$ cat config.mk
export PLATFORM = sky130hd
export DESIGN_NAME = serial_to_parallel_flat
export DESIGN_NICKNAME = d
export VERILOG_FILES = /design/src/rtl/ser_pkg.sv /design/src/rtl/serial_to_parallel_if.sv /design/src/rtl/ser_out_buf.sv /design/src/rtl/serial_to_parallel.sv /design/src/flat_wrapper.sv
export SDC_FILE = /design/constraint.sdc
export NUM_CORES = 1
export LEC_CHECK = 0
export BUFFER_PORTS_ARGS = -buffer_cell sky130_fd_sc_hd__buf_2
export CAP_MARGIN = 5
export CORE_ASPECT_RATIO = 1.5
export CORE_MARGIN = 8
export CORE_UTILIZATION = 60
export DETAILED_ROUTE_END_ITERATION = 10
export GPL_TIMING_DRIVEN = 0
export PLACE_DENSITY = 0.83
export REMOVE_ABC_BUFFERS = 1
export SLEW_MARGIN = 20
export SYNTH_ARGS = -nofsm -noshare
export SYNTH_HDL_FRONTEND = slang
export SYNTH_SLANG_ARGS = --single-unit
$ cat constraint.sdc
create_clock -name clk -period 6.3 [get_ports clk]
set_input_delay 0.63 -clock clk [delete_from_list [all_inputs] [get_ports clk]]
set_output_delay 0.63 -clock clk [all_outputs]
set_load 0.02 [all_outputs]
$ cat src/rtl/ser_pkg.sv
// Shared serial-link definitions used by both the deserializer and the
// parallel-to-serial transmitter: FSM state encodings, default word width
// and the parity convention.
package ser_pkg;

  typedef enum logic [1:0] {
    ST_IDLE   = 2'd0,
    ST_SHIFT  = 2'd1,
    ST_PARITY = 2'd2
  } ser_state_e;

  localparam int DEF_WIDTH = 32;

  // Even parity: XOR over data bits and parity bit is 0 on a clean frame.
  localparam logic PARITY_EVEN = 1'b0;

endpackage

$ cat src/rtl/serial_to_parallel_if.sv
// Serial input / parallel word output bundle for serial_to_parallel.
// master: the link/consumer side (testbench); slave: the deserializer.
interface serial_to_parallel_if
  import ser_pkg::*;
#(
  parameter int WIDTH = DEF_WIDTH
);
  logic             s_valid;
  logic             s_data;
  logic             s_sync;
  logic [WIDTH-1:0] p_data;
  logic             p_valid;
  logic             p_ready;
  logic             p_perr;
  logic             overrun;
  logic             frame_err;

  modport master (
    output s_valid, s_data, s_sync, p_ready,
    input  p_data, p_valid, p_perr, overrun, frame_err
  );

  modport slave (
    input  s_valid, s_data, s_sync, p_ready,
    output p_data, p_valid, p_perr, overrun, frame_err
  );
endinterface

$ cat src/rtl/ser_out_buf.sv
// One-entry valid/ready word holder. A completed word is taken when the
// holder is empty or being drained the same cycle; otherwise it is dropped
// and overrun pulses for one cycle while the held word stays untouched.
module ser_out_buf
  import ser_pkg::*;
#(
  parameter int WIDTH = DEF_WIDTH
) (
  input  logic             clk,
  input  logic             rst,
  input  logic             ld_valid,
  input  logic [WIDTH-1:0] ld_word,
  input  logic             ld_perr,
  input  logic             p_ready,
  output logic [WIDTH-1:0] p_data,
  output logic             p_valid,
  output logic             p_perr,
  output logic             overrun
);
  logic [WIDTH-1:0] p_data_q, p_data_d;
  logic             p_valid_q, p_valid_d;
  logic             p_perr_q, p_perr_d;
  logic             overrun_q, overrun_d;

  // Load / drain / drop decision for the held word.
  always_comb begin
    p_data_d  = p_data_q;
    p_valid_d = p_valid_q;
    p_perr_d  = p_perr_q;
    overrun_d = 1'b0;
    if (ld_valid) begin
      if (!p_valid_q || p_ready) begin
        p_data_d  = ld_word;
        p_perr_d  = ld_perr;
        p_valid_d = 1'b1;
      end else begin
        overrun_d = 1'b1;
      end
    end else if (p_valid_q && p_ready) begin
      p_valid_d = 1'b0;
    end
  end

  // Output registers.
  always_ff @(posedge clk or posedge rst) begin
    if (rst) begin
      p_data_q  <= '0;
      p_valid_q <= 1'b0;
      p_perr_q  <= 1'b0;
      overrun_q <= 1'b0;
    end else begin
      p_data_q  <= p_data_d;
      p_valid_q <= p_valid_d;
      p_perr_q  <= p_perr_d;
      overrun_q <= overrun_d;
    end
  end

  assign p_data  = p_data_q;
  assign p_valid = p_valid_q;
  assign p_perr  = p_perr_q;
  assign overrun = overrun_q;
endmodule

$ cat src/rtl/serial_to_parallel.sv
// MSB-first serial to WIDTH-bit parallel deserializer with sync-framed input,
// frame error detection and a held output word (see ser_out_buf).
// Optional feature macro: DESER_PARITY_EN (appends one even-parity bit per
// frame and reports the check result on p_perr; otherwise p_perr stays 0).
module serial_to_parallel
  import ser_pkg::*;
#(
  parameter int WIDTH = DEF_WIDTH,
  parameter int CNT_W = $clog2(WIDTH)
) (
  input logic                 clk,
  input logic                 rst,
  serial_to_parallel_if.slave bus
);
  // Without parity the last data bit goes straight into the output word, so
  // the shift register only ever has to hold WIDTH-1 bits. With parity the
  // full word waits in the shift register during the parity bit.
`ifdef DESER_PARITY_EN
  localparam int SH_W = WIDTH;
`else
  localparam int SH_W = WIDTH - 1;
`endif

  ser_state_e       state_q, state_d;
  logic [CNT_W-1:0] cnt_q, cnt_d;
  logic [SH_W-1:0]  sh_q, sh_d;
  logic             frame_err_q, frame_err_d;
  logic             ld_valid;
  logic [WIDTH-1:0] ld_word;
  logic             ld_perr;

  // Next state, bit collection and word completion. Bits enter at the LSB
  // and move up, so the sync (MSB) bit ends at WIDTH-1 after the last bit.
  always_comb begin
    state_d     = state_q;
    cnt_d       = cnt_q;
    sh_d        = sh_q;
    frame_err_d = 1'b0;
    ld_valid    = 1'b0;
    ld_word     = '0;
    ld_perr     = 1'b0;
    if (bus.s_valid) begin
      if (bus.s_sync) begin
        frame_err_d = (state_q != ST_IDLE);
        sh_d        = SH_W'(bus.s_data);
        cnt_d       = CNT_W'(1);
        state_d     = ST_SHIFT;
      end else begin
        case (state_q)
          ST_SHIFT: begin
            sh_d = (sh_q << 1) | SH_W'(bus.s_data);
            if (cnt_q == CNT_W'(WIDTH - 1)) begin
              cnt_d = '0;
`ifdef DESER_PARITY_EN
              state_d = ST_PARITY;
`else
              state_d  = ST_IDLE;
              ld_valid = 1'b1;
              ld_word  = {sh_q, bus.s_data};
`endif
            end else begin
              cnt_d = cnt_q + CNT_W'(1);
            end
          end
`ifdef DESER_PARITY_EN
          ST_PARITY: begin
            state_d  = ST_IDLE;
            ld_valid = 1'b1;
            ld_word  = sh_q;
            ld_perr  = ((^sh_q) ^ bus.s_data) != PARITY_EVEN;
          end
`endif
          default: ;
        endcase
      end
    end
  end

  // FSM, bit counter, shift register and frame error pulse.
  always_ff @(posedge clk or posedge rst) begin
    if (rst) begin
      state_q     <= ST_IDLE;
      cnt_q       <= '0;
      sh_q        <= '0;
      frame_err_q <= 1'b0;
    end else begin
      state_q     <= state_d;
      cnt_q       <= cnt_d;
      sh_q        <= sh_d;
      frame_err_q <= frame_err_d;
    end
  end

  assign bus.frame_err = frame_err_q;

  ser_out_buf #(.WIDTH(WIDTH)) u_out_buf (
    .clk      (clk),
    .rst      (rst),
    .ld_valid (ld_valid),
    .ld_word  (ld_word),
    .ld_perr  (ld_perr),
    .p_ready  (bus.p_ready),
    .p_data   (bus.p_data),
    .p_valid  (bus.p_valid),
    .p_perr   (bus.p_perr),
    .overrun  (bus.overrun)
  );
endmodule

$ cat src/flat_wrapper.sv
// flat-port wrapper written by rule: the top's interface ports become plain ports
module serial_to_parallel_flat import ser_pkg::*;
#(
  parameter int WIDTH = DEF_WIDTH,
  parameter int CNT_W = $clog2(WIDTH)
)
  (clk, rst, bus_s_valid, bus_s_data, bus_s_sync, bus_p_ready, bus_p_data, bus_p_valid, bus_p_perr, bus_overrun, bus_frame_err);
  serial_to_parallel_if #(.WIDTH(WIDTH)) bus_i ();
  input logic clk;
  input logic rst;
  input wire logic [$bits(bus_i.s_valid)-1:0] bus_s_valid;
  input wire logic [$bits(bus_i.s_data)-1:0] bus_s_data;
  input wire logic [$bits(bus_i.s_sync)-1:0] bus_s_sync;
  input wire logic [$bits(bus_i.p_ready)-1:0] bus_p_ready;
  output wire logic [$bits(bus_i.p_data)-1:0] bus_p_data;
  output wire logic [$bits(bus_i.p_valid)-1:0] bus_p_valid;
  output wire logic [$bits(bus_i.p_perr)-1:0] bus_p_perr;
  output wire logic [$bits(bus_i.overrun)-1:0] bus_overrun;
  output wire logic [$bits(bus_i.frame_err)-1:0] bus_frame_err;
  assign bus_i.s_valid = bus_s_valid;
  assign bus_i.s_data = bus_s_data;
  assign bus_i.s_sync = bus_s_sync;
  assign bus_i.p_ready = bus_p_ready;
  assign bus_p_data = bus_i.p_data;
  assign bus_p_valid = bus_i.p_valid;
  assign bus_p_perr = bus_i.p_perr;
  assign bus_overrun = bus_i.overrun;
  assign bus_frame_err = bus_i.frame_err;
  serial_to_parallel #(.WIDTH(WIDTH), .CNT_W(CNT_W)) u_core (.clk(clk), .rst(rst), .bus(bus_i));
endmodule
# Word-level counts from Yosys, hierarchy flattened
# Index checks and enable logic that the tools add are counted.
[word_totals] register_bits=73
[classes] addsub=1 n_eq_ne=3 muxes=23 bitwise_logic=1 reduce_logical=11
[ops] operator="32-bit two-way mux" count=4
[ops] operator="31-bit two-way mux" count=2
[ops] operator="31-bit by 1-bit bitwise OR with 31-bit output" count=1
[ops] operator="5-bit two-way mux" count=3
[ops] operator="1-bit two-way mux" count=11
[ops] operator="2-bit nonzero test" count=4
[ops] operator="2-bit two-way mux" count=3
[ops] operator="2-bit AND reduction" count=3
[ops] operator="5-bit by 1-bit adder with 5-bit output, second input constant" count=1
[ops] operator="5-bit equality test, second input constant" count=1
[ops] operator="3-bit AND reduction" count=1
[ops] operator="2-bit by 1-bit equality test with 1-bit output, second input constant" count=1
[ops] operator="2-bit != test, second input constant" count=1
[ops] operator="1-bit logical AND" count=1
[ops] operator="1-bit zero test" count=1
[ops] operator="1-bit logical OR" count=1

# Depth between registers and ports, before layout
# Gate-level depths: netlist (run 1).
[logic_depth] word_depth=7 mapped_depth=6

# Modules after synthesis
# Synthesis (run 1) repeated with hierarchy kept, for this count alone.
[hier_totals] cells_unflattened=223 area_unflattened_um2=3201.8
[modules_own_cells] module="serial_to_parallel" instances=1 cells_per_inst=146 area_each_um2=1741.7
[modules_own_cells] module="ser_out_buf" instances=1 cells_per_inst=77 area_each_um2=1460.2

# Least setup slack after synthesis (run 1)
# No wires, ideal clock.
[synth_path] path_type="input to register" from="input port bus_s_sync" to="register u_core.u_out_buf.p_data_q[0] (netlist: u_core.u_out_buf.p_data[0])" setup_time_ns=0.125 arrival_ns=1.666 required_time_ns=6.175 setup_slack_ns=4.509 stages=6 n_path_buf=3 path_cell_list="buf_2 > and3b_1 > buf_4 > nand3_4 > buf_6 > mux2_4"
[synth_via] elab_chain_len=3
[synth_rtl] item="start, declared" line="flat_wrapper.sv:13" source="input wire logic [$bits(bus_i.s_sync)-1:0] bus_s_sync;"
[synth_rtl] item="1-bit two-way mux" line="serial_to_parallel.sv:43" source="if (bus.s_sync) begin"
[synth_rtl] item="1-bit two-way mux" line="serial_to_parallel.sv:42" source="if (bus.s_valid) begin"
[synth_rtl] item="2-bit AND reduction (no line)"
[synth_rtl] item="end signal, assigned" line="ser_out_buf.sv:52" source="p_data_q <= p_data_d;"
[synth_rtl] item="end, declared" line="ser_out_buf.sv:20" source="logic [WIDTH-1:0] p_data_q, p_data_d;"
# Several ways; a longest one is shown, not always the timed one.
# A chain may end at the register's enable or synchronous reset.

# Final worst setup path (run 1)
[layout_path] from="input port bus_s_sync" to="register u_core.u_out_buf.p_data_q[3] (netlist: u_core.u_out_buf.p_data[3])"
# The elaborated chain is that of the path after synthesis.

==> impl_summary.txt, run 1 <==
----------------------------------------------------
[Global route]
  Via count of the first global-routing pass ... 1731
  Busiest layer in global routing ... met2
  Global-route wire length before repair ... 8500 µm
  Met1 track demand over resource in global routing ... 0.185
  Pin count of the biggest net entering global routing ... 39
  Number of antenna violations at the first check in global routing ... 0
  Met3 usage ... 0.0509
  Overall fraction of global-route tracks in use ... 0.150
  Met2 track demand over resource in global routing ... 0.231
  Grt ovf ... 0

[Routing]
  Initial drt markers ... 85
  1st-pass router iterations ... 4
  DRC violations left ... 0
  Post-DRT Antenna Nets ... 0
  Post-DR vias/cell ... 5.52
  Routed length per placed instance ... 17.2 µm
  DRT Wirelength ... 4950 µm
  Total number of vias ... 1589

[STA]
  Setup clock skew after layout ... 7.55 ps
  Max Transition Viols Final ... 0
  Achievable frequency ... 417 MHz
  Hold Vio Cnt, Final ... 0
  TNS Setup ... 0 ps
  Setup violators final ... 0
  Worst slew slack as a fraction of its limit ... 0.409
  Period minus WS final ... 2400 ps
  Least-Margin Pin Slew ... 882 ps
  RSZ-0062 raised after global routing ... false
  Portion of the clock cycle consumed by the worst path in the final layout ... 0.381

[Layout]
  Share of layout cells above drive strength 1 ... 0.406
  Net count reported at finish ... 229
  Number of diodes ... 0
  Non-Filler Instances ... 288
  Layout area overhead ... 15.0%

[Clock network]
  Clock root buffer master ... clkbuf_8
  CTS H-tree depth ... 3
  Number of hold buffers added after CTS ... 0
  Maximum number of buffers from clock root to sink ... 2
  Clock-pin slew on the worst setup and hold paths ... 70 ps
  CTS tree ... yes
  CTS sink count ... 72
  Clock buffer count from CTS ... 9
  Buffers inserted by post-CTS timing repair ... 0
  Clock latency on the worst-skew pair ... 330 ps
  Number of gates resized after cts ... 0

[Setup path]
  Startpoint of the most critical register-to-register path ... u_core.state_q[0]
  Cell-by-cell trace of the critical path ... buf_2, and3b_2, nand3_4, mux2_4
  Slowest cell on crit path ... and3b_2
  Total buffers and inverters traversed by the critical path ... 1
  Arrival time worst endpoint ... 2620 ps
  Origin of the worst setup path ... bus_s_sync
  Crit path max-delay family ... simple AND/OR/NAND/NOR gates
  Worst setup EP type ... flop
  Type of origin of the critical path ... primary input
  Critical path fanouts, max ... 34
  Category of the most critical setup path ... primary input to flop
  Data required time of the worst path ... 6520 ps
  Slowest stage delay, CP ... 670 ps

[Power and ir drop]
  Total chip power ... 0.000868 W
  Int Power ... 0.000682 W
  Sw Share ... 0.214
  Net switching power of the design ... 0.000186 W
  LEAKAGE ... 1.82 nW
  Worst VDD drop ... 0.193 mV
  Fraction of power consumed by sequential logic ... 0.550
  Pwr dens ... 266 nW/µm²
  Relative contribution of combinational cells to total power ... 0.043
  Clk network pwr share ... 0.407

[Logic synthesis]
  Dominant cell type by area after synthesis ... dfrtp_1
  Sequential fraction of the synthesis area ... 0.635
  Top cells by instance count after synthesis ... dfrtp_1 (72), a22o_1 (32), mux2_4 (30)
  Mean area per synthesized cell ... 15.7 µm²
  Most used flip-flop cell after synthesis ... dfrtp_1
  FF+latch count, synth ... 72
  Post-synth design cell area ... 2840 µm²
  Count of distinct cell types in the synthesized netlist ... 25
  Synth Instances ... 181
  Share of the synthesized area in the top cell type ... 0.635
  Ys Warns ... 0
  Leading cell types by total area after synthesis ... dfrtp_1 (64%), mux2_4 (16%), a22o_1 (9.9%)
  Most frequent cell after synthesis ... dfrtp_1
  Count of flip-flops with a built-in enable after synthesis ... 0
  Async S/R FF share, synth ... 1.00

[Floorplanning]
  DIE WIDTH ... 72.1 µm
  Vertical extent of the die ... 100 µm
  Initial Utilization ... 0.625
  Row count ... 30
  Core Area ... 4540 µm²
  Die area ... 7230 µm²
  Number of ports placed on the die boundary ... 42

[Run]
  Maxcap violations ... 0

[Placed design]
  Global placer's final weighted congestion ... 0.726
  Port bufs ... 40
  Total half-perimeter wirelength after legalization and detailed placement ... 3100 µm
  Number of placed instances, taps included ... 274

[Min path]
  Hold crit path type ... primary input to async pin

[Run status]
  Outcome ... complete, no violations

----------------------------------------------------
-- sequential cells by signal (all words and copies together) (netlist names) --
register / cells
u_core.cnt_q: 5
u_core.bus.frame_err: 1
u_core.state_q: 1
u_core.u_out_buf.overrun: 1
u_core.sh_q: 31
u_core.u_out_buf.p_data: 32
u_core.u_out_buf.p_valid: 1
-- metrics by stage --
stage | setup WS, ps | cell area (µm²) | hold slack, ps | utilization
after global placement | 3070 | 3040 | 485 | 0.669
after CTS | 3900 | 3260 | 303 | 0.718
after global routing | 3770 | 3260 | 333 | 0.718
after floorplan | 3710 | 2760 | 466 | -
final | 3900 | 3260 | 303 | 0.718
after detailed placement | 3560 | 3070 | 487 | 0.676
-- worst register-to-register path: stages (launching register included) --
cell	delay [ps]
dfrtp_1	440
and3b_2	640
nand3_4	640
mux2_4	530
-- layout make-up --
class | count | area [µm²]
clock buffers | 11 | 151
clock inverters | 3 | 42.5
fillers | 301 | 1280
inverters | 1 | 6.26
multi-input cells | 96 | 961
flip-flops and latches | 72 | 1800
well taps | 64 | 80.1
repair buffers | 41 | 220
-- metal layers --
layer	wire, µm	vias up
li1	-	734
met1	2220	809
met2	2410	36
met3	235	10
met4	86	0
met5	0	-
-- cell families after synthesis --
group,after synthesis,synth area share
mux,32,0.167
flops,72,0.635
buf+inv,13,0.0291
fa+ha+maj,2,0.00882
simple gates,22,0.0432
compound gates,39,0.116
other cells,1,0.00132
-- power groups by stage --
| stage | logic (W) | registers, W | clock network [W] |
|---|---|---|---|
| after global routing | 0.0000431 | 0.000479 | 0.000381 |
| after detailed placement | 0.0000377 | 0.000486 | 0 |
| after global placement | 0.0000338 | 0.000486 | 0 |
| final | 0.0000371 | 0.000478 | 0.000354 |
| after CTS | 0.0000381 | 0.000477 | 0.000362 |
| after floorplan | 0.0000255 | 0.000485 | 0 |
-- path summary, 6_finish.rpt --
check / end / cells after the start / slack, ps
max in group asynchronous: u_core.state_q[0] / 3 / 5460
min in group clk: u_core.u_out_buf.p_data[13] / 1 / 510
worst min register to register: u_core.u_out_buf.p_data[13] / 1 / 510
worst max-delay path: u_core.u_out_buf.p_data[3] / 4 / 3900
worst min-delay path: u_core.u_out_buf.p_data[13] / 2 / 300
worst max register to register: u_core.u_out_buf.p_data[3] / 3 / 3950
-- layout by cell type (no fill, tap or decap), types with 2 or more instances in the layout --
cell type / netlist / routed
nand2_1: 8 / 8
buf_2: 3 / 40
nor3_1: 2 / 2
a22o_1: 32 / 32
mux2_4: 30 / 30
and3_1: 3 / 3
ha_1: 2 / 2
mux2_2: 2 / 2
dfrtp_1: 72 / 72
o21ai_0: 3 / 3
nor2_1: 2 / 2
o21a_1: 2 / 2
nand3_1: 2 / 2
clkbuf_8: 0 / 11
No activity file was read; power rests on OpenSTA's default activity.
==> inputs of run 2 (changes only) <==
Settings changed: ABC_AREA set to 1, CORE_UTILIZATION 60 to 50, PLACE_DENSITY 0.83 to 0.74.
Clock period 6.3 ns to 1.97 ns, I/O delays scaled along.
==> run 2 against run 1 <==
Compared with the run above:
- clock-buffer cell count rose by 1
- cell count is 42% higher
- sequential cell count unchanged
- sequential share of layout area decreased by 1.2 points
- clock power grew to 3.1 times the previous value
- critical endpoint is now u_core.sh_q[30]
- largest power group unchanged
==> impl_summary.txt, run 2 <==
----------------------------------------------------
[Power and ir drop]
  Pwr dens ... 847 nW/µm² (+220%)
  Int Power ... 0.00212 W (+210%)
  Clk network pwr share ... 0.394 (-0.013)
  Relative contribution of combinational cells to total power ... 0.062 (+0.019)
  Fraction of power consumed by sequential logic ... 0.545 (-0.005)
  LEAKAGE ... 1.80 nW (-0.84%)
  Worst VDD drop ... 0.435 mV (+130%)
  Total chip power ... 0.00282 W (+220%)
  Net switching power of the design ... 0.000701 W (+280%)
  Sw Share ... 0.249 (+0.0345)

[Layout]
  Combined area of the multi-input logic cells ... 837 µm² (-13%)
  Non-Filler Instances ... 410 (+42%)
  Number of fill cells ... 507 (+68%)
  Share of layout cells above drive strength 1 ... 0.216 (-0.190)
  Layout area overhead ... 16.5%
  Area taken by flip-flops and latches ... 1800 µm² (unchanged)
  Net count reported at finish ... 341 (+49%)
  Final standard cell area without fillers ... 3330 µm² (+2.1%)
  Number of diodes ... 0 (unchanged)
  Most frequent standard cell in the layout excluding fill and tap cells ... nand2_1
  Flip-flop count of the largest register after layout ... 32 (unchanged)
  Commonest cells after routing, fill and taps aside ... nand2_1 (78), dfrtp_1 (72), buf_2 (40)

[Placed design]
  Number of placed instances, taps included ... 388 (+42%)
  Total half-perimeter wirelength after legalization and detailed placement ... 3590 µm (+16%)
  Port bufs ... 40 (unchanged)
  Standard cell area after detailed placement ... 3080 µm² (+0.20%)
  Global placer's final weighted congestion ... 0.795 (+9.4%)
  Place WS ... -491 ps (-4050 ps)

[STA]
  Period minus WS final ... 1770 ps
  Hold Vio Cnt, Final ... 0 (unchanged)
  Setup violators final ... 0 (unchanged)
  Setup clock skew after layout ... 13.6 ps (+6.00 ps)
  RSZ-0062 raised after global routing ... false
  Max Transition Viols Final ... 0 (unchanged)
  Worst slew slack as a fraction of its limit ... 0.369 (-0.0407)
  Least-Margin Pin Slew ... 946 ps (+63.4 ps)
  Achievable frequency ... 564 MHz
  Smallest setup slack after layout ... 197 ps (-3700 ps)
  TNS Setup ... 0 ps (unchanged)
  Portion of the clock cycle consumed by the worst path in the final layout ... 0.900

[Setup path]
  Type of origin of the critical path ... flop
  Data required time of the worst path ... 2140 ps (-4380 ps)
  FF-to-FF setup slack ... 200 ps (-3750 ps)
  Arrival time worst endpoint ... 1940 ps (-680 ps)
  Category of the most critical setup path ... flop to flop
  Worst setup EP type ... flop
  Critical path fanouts, max ... 31 (-8.8%)

[Clock network]
  Clock-pin slew on the worst setup and hold paths ... 70 ps (about the same)
  Clock root buffer master ... clkbuf_8
  CTS H-tree depth ... 3 (unchanged)
  CTS tree ... yes
  Clock latency on the worst-skew pair ... 350 ps (+20 ps)
  Clock buffer count from CTS ... 9 (unchanged)
  Maximum number of buffers from clock root to sink ... 2 (unchanged)
  CTS sink count ... 72 (unchanged)

[Floorplanning]
  Row count ... 34 (+13%)
  Initial Utilization ... 0.506 (-0.119)
  Core Area ... 5660 µm² (+25%)
  DIE WIDTH ... 77.8 µm (+7.8%)
  Die area ... 8450 µm² (+17%)
  Vertical extent of the die ... 109 µm (+8.4%)
  Number of ports placed on the die boundary ... 42 (unchanged)

[Logic synthesis]
  Count of distinct cell types in the synthesized netlist ... 22 (-12%)
  Leading cell types by total area after synthesis ... dfrtp_1 (63%), nand2_1 (10%), o22ai_1 (6.3%)
  Top cells by instance count after synthesis ... nand2_1 (79), dfrtp_1 (72), inv_1 (37)
  Most frequent cell after synthesis ... nand2_1
  Share of the synthesized area in the top cell type ... 0.630 (-0.00555)
  FF+latch count, synth ... 72 (unchanged)
  Synth Instances ... 291 (+61%)
  Dominant cell type by area after synthesis ... dfrtp_1
  Count of flip-flops with a built-in enable after synthesis ... 0 (unchanged)
  Post-synth design cell area ... 2860 µm² (+0.88%)
  Async S/R FF share, synth ... 1.00 (unchanged)
  Mean area per synthesized cell ... 9.83 µm² (-37%)
  Sequential fraction of the synthesis area ... 0.630 (-0.00555)
  Most used flip-flop cell after synthesis ... dfrtp_1
  Ys Warns ... 0 (unchanged)

[Routing]
  Initial drt markers ... 123 (+45%)
  DRC violations left ... 0 (unchanged)
  1st-pass router iterations ... 4 (unchanged)
  Routed length per placed instance ... 14.2 µm (-17%)
  Post-DR vias/cell ... 5.11 (-7.3%)
  DRT Wirelength ... 5840 µm (+18%)
  Post-DRT Antenna Nets ... 0 (unchanged)
  Total number of vias ... 2096 (+32%)

[Global route]
  Grt ovf ... 0 (unchanged)
  Number of antenna violations at the first check in global routing ... 0 (unchanged)
  Global-route wire length before repair ... 9680 µm (+14%)
  Via count of the first global-routing pass ... 2133 (+23%)
  Overall fraction of global-route tracks in use ... 0.144 (-0.00568)
  Pin count of the biggest net entering global routing ... 49 (+26%)

[Run]
  Maxcap violations ... 0 (unchanged)

[Min path]
  Hold crit path type ... primary input to flop

[Run status]
  Outcome ... complete, no violations

----------------------------------------------------
## run 2: cell count changes after synthesis, moves of 3 or more
cell | previous run | this run
and3_1 | 3 | 0
a21oi_1 | 0 | 3
nand2_1 | 8 | 79
nor2_1 | 2 | 6
mux2_4 | 30 | 0
a22o_1 | 32 | 0
inv_1 | 1 | 37
nand3_1 | 2 | 34
o22ai_1 | 0 | 29
buf_2 | 3 | 6
## run 2: timing repair
item | in CTS | in global routing
hold buffers | 1 | 0
pin swaps | 2 | 0
setup buffers | 4 | 0
setup endpoints to repair | 32 | 10
gates resized for setup | 2 | 1
cloned | 1 | 0
hold endpoints to repair | 24 | 0
## run 2: worst max-delay path, cell delays in order (launching register included)
cell,delay [ps]
dfrtp_1,400
nand2_2,210
nor2_4,70
inv_1,690
o21ai_0,220
## run 2: kinds of logic after synthesis
kind of cell             count (synthesis)  synth area share
buffers and inverters                   54            0.0879
AO/OA/AOI/OAI                           36            0.0765
other                                    1           0.00131
flip-flops                              72             0.630
adder cells (fa/ha/maj)                  2           0.00874
AND/OR/NAND/NOR                        126             0.196
## run 2: power groups by stage
stage | Sequential (W) | Clock [W] | Combinational, W
2_1_floorplan | 0.00156 | 0 | 0.000119
3_3_place_gp | 0.00156 | 0 | 0.000156
3_5_place_dp | 0.00156 | 0 | 0.000170
4_1_cts | 0.00154 | 0.00113 | 0.000177
5_1_grt | 0.00154 | 0.00119 | 0.000199
6_report | 0.00154 | 0.00111 | 0.000174
## run 2: path summary, 6_finish.rpt
check                                            start                           to  cells after the start
max                                  u_core.state_q[0]              u_core.sh_q[30]                      4
min                                         bus_s_data               u_core.sh_q[0]                      3
max reg2reg                          u_core.state_q[0]              u_core.sh_q[30]                      4
min reg2reg                u_core.u_out_buf.p_data[13]  u_core.u_out_buf.p_data[13]                      2
max in group asynchronous                          rst              u_core.cnt_q[2]                      4
min in group asynchronous                          rst  u_core.u_out_buf.p_data[31]                      3
## run 2: through the flow
stage               utilization  hold slack, ps
floorplan                     -             318
CTS                       0.589            86.0
global placement          0.538             435
finish                    0.589            97.3
detailed placement        0.544             195
global route              0.589             108
## run 2: layer usage
| metal | global-route usage | wire length [µm] |
|---|---|---|
| met3 | 0.0421 | 385 |
| met5 | 0 | 0 |
| met1 | 0.174 | 2470 |
| met2 | 0.222 | 2820 |
| met4 | 0.0935 | 163 |
## run 2: cell type report
type | instances | area share
clock buffers | 12 | 0.0495
well taps | 72 | 0.0270
multi-input cells | 166 | 0.251
clock inverters | 4 | 0.00788
repair buffers | 46 | 0.0803
inverters | 38 | 0.0435
flip-flops and latches | 72 | 0.541
==> inputs of run 3 (changes only) <==
Settings changed: CORE_UTILIZATION 50 to 31, PLACE_DENSITY 0.74 to 0.5.
==> run 3 against run 2 <==
Compared with the run above:
- worst setup slack better by 3.3 ps
- sequential power about the same
- highest routed layer unchanged
- largest cell class unchanged
- cell area up 3.1%
- critical path type unchanged
- cell count up 8.5%
==> impl_summary.txt, run 3 (synthesized netlist as in run 2, its figures left out) <==
----------------------------------------------------
[Run status]
  Outcome ... complete, no violations

[STA]
  RSZ-0062 raised after global routing ... false
  Achievable frequency ... 565 MHz (+0.19%)
  Worst slew slack as a fraction of its limit ... 0.335 (-0.0338)
  Portion of the clock cycle consumed by the worst path in the final layout ... 0.899 (-0.00167)
  Least-Margin Pin Slew ... 996 ps (+50.6 ps)
  Max Transition Viols Final ... 0 (unchanged)
  Hold Vio Cnt, Final ... 0 (unchanged)
  TNS Setup ... 0 ps (unchanged)
  Period minus WS final ... 1770 ps (-3.29 ps)
  Setup violators final ... 0 (unchanged)
  Setup clock skew after layout ... 5.06 ps (-8.49 ps)
  Worst slack on hold paths ... 106 ps (+8.97 ps)

[Power and ir drop]
  Total chip power ... 0.00315 W (+12%)
  Worst VDD drop ... 0.467 mV (+7.4%)
  LEAKAGE ... 1.82 nW (+1.1%)
  Pwr dens ... 916 nW/µm² (+8.3%)

[Routing]
  1st-pass router iterations ... 4 (unchanged)
  Post-DR vias/cell ... 4.64 (-9.3%)
  Post-DRT Antenna Nets ... 0 (unchanged)
  DRC violations left ... 0 (unchanged)
  Total number of vias ... 2063 (-1.6%)
  Routed length per placed instance ... 13.3 µm (-6.6%)
  Initial drt markers ... 113 (-8.1%)
  DRT Wirelength ... 5920 µm (+1.4%)

[Global route]
  Pin count of the biggest net entering global routing ... 50 (+2.0%)
  Number of antenna violations at the first check in global routing ... 0 (unchanged)
  Overall fraction of global-route tracks in use ... 0.104 (-0.0404)
  Via count of the first global-routing pass ... 2200 (+3.1%)
  Global-route wire length before repair ... 10300 µm (+6.0%)
  Grt ovf ... 0 (unchanged)

[Floorplanning]
  Initial Utilization ... 0.315 (-0.191)
  Die area ... 12600 µm² (+49%)
  Number of ports placed on the die boundary ... 42 (unchanged)
  Vertical extent of the die ... 134 µm (+23%)
  Core Area ... 9090 µm² (+61%)
  Row count ... 43 (+26%)
  DIE WIDTH ... 94.4 µm (+21%)

[Clock network]
  CTS sink count ... 72 (unchanged)
  Clock-pin slew on the worst setup and hold paths ... 50 ps (-20 ps)
  Clock root buffer master ... clkbuf_16
  CTS H-tree depth ... 3 (unchanged)
  Clock buffer count from CTS ... 9 (unchanged)
  Clock latency on the worst-skew pair ... 330 ps (-20 ps)
  Maximum number of buffers from clock root to sink ... 2 (unchanged)
  CTS tree ... yes

[Layout]
  Final standard cell area without fillers ... 3440 µm² (+3.1%)
  Number of diodes ... 0 (unchanged)
  Commonest cells after routing, fill and taps aside ... nand2_1 (78), dfrtp_1 (72), buf_2 (40)
  Net count reported at finish ... 339 (-0.59%)
  Layout area overhead ... 20.1%
  Most frequent standard cell in the layout excluding fill and tap cells ... nand2_1
  Flip-flop count of the largest register after layout ... 32 (unchanged)
  Share of layout cells above drive strength 1 ... 0.201 (-0.0148)
  Non-Filler Instances ... 445 (+8.5%)

[Placed design]
  Standard cell area after detailed placement ... 3150 µm² (+2.4%)
  Total half-perimeter wirelength after legalization and detailed placement ... 3800 µm (+5.9%)
  Global placer's final weighted congestion ... 0.726 (-8.6%)
  Number of placed instances, taps included ... 430 (+11%)
  Port bufs ... 40 (unchanged)

[Min path]
  Hold crit path type ... primary input to flop

[Setup path]
  Type of origin of the critical path ... flop
  Worst setup EP type ... flop
  R2R cell count ... 10 (+6)
  Startpoint of the most critical register-to-register path ... u_core.cnt_q[1]
  Arrival time worst endpoint ... 2030 ps (+90 ps)
  Data required time of the worst path ... 2230 ps (+90 ps)
  Capture point of the worst reg-to-reg path ... u_core.u_out_buf.p_data[7]
  Critical path fanouts, max ... 13 (-58%)
  Category of the most critical setup path ... flop to flop
  FF-to-FF setup slack ... 200 ps (about the same)
  Origin of the worst setup path ... u_core.cnt_q[1]
  Capture point of the worst path ... u_core.u_out_buf.p_data[7]

[Run]
  Maxcap violations ... 0 (unchanged)

----------------------------------------------------
-- run 3: layout make-up --
class	instances	area, µm²
clock buffers	12	256
inverters	38	145
clock inverters	1	5.00
multi-input cells	165	821
well taps	112	140
fillers	947	5660
repair buffers	45	268
flip-flops and latches	72	1800
-- run 3: worst min path at each step --
stage	from	to	slack [ps]	cells past startpoint
after floorplan	bus_s_data	u_core.sh_q[0]	320	2
after global placement	bus_s_data	u_core.sh_q[0]	440	3
after detailed placement	rst	u_core.u_out_buf.p_data[29]	190	2
after CTS	bus_s_data	u_core.sh_q[0]	100	3
after global routing	bus_s_data	u_core.sh_q[0]	130	3
final	bus_s_data	u_core.sh_q[0]	110	3
-- run 3: power breakdown --
group / leakage (nW) / internal, W / switching [W]
Sequential: 0.994 / 0.00151 / 0.0000241
Clock: 0.130 / 0.000896 / 0.000543
Combinational: 0.698 / 0.0000483 / 0.000123
Total: 1.82 / 0.00246 / 0.000690
-- run 3: worst max-delay path: stages (launching register included) --
cell	delay, ps
dfrtp_1	370
ha_1	180
nand2_1	70
nor2_1	110
ha_2	240
inv_2	80
nor3_4	140
buf_6	170
buf_6	160
nand3_1	100
nand2_1	90
-- run 3: stage by stage --
stage / setup slack, ps / utilization
floorplan: -51.9 / -
global placement: -973 / 0.340
detailed placement: -166 / 0.346
CTS: 136 / 0.378
global route: 27.9 / 0.378
finish: 200 / 0.378
-- run 3: layer usage --
metal	wire, µm	vias to the layer above	track usage	share of wire
met5	0	-	0	0
met4	141	0	0.0647	0.024
met3	349	9	0.0411	0.059
met2	3050	37	0.171	0.51
met1	2390	1000	0.106	0.40
li1	-	1017	-	-
-- run 3: repair_timing --
item | CTS | global route
buffers inserted | 1 | 0
endpoints found under the hold margin | 23 | 0
hold buffers | 1 | 0
setup endpoints to repair | 33 | 13
pin swaps | 1 | 0
gates resized for setup | 1 | 1
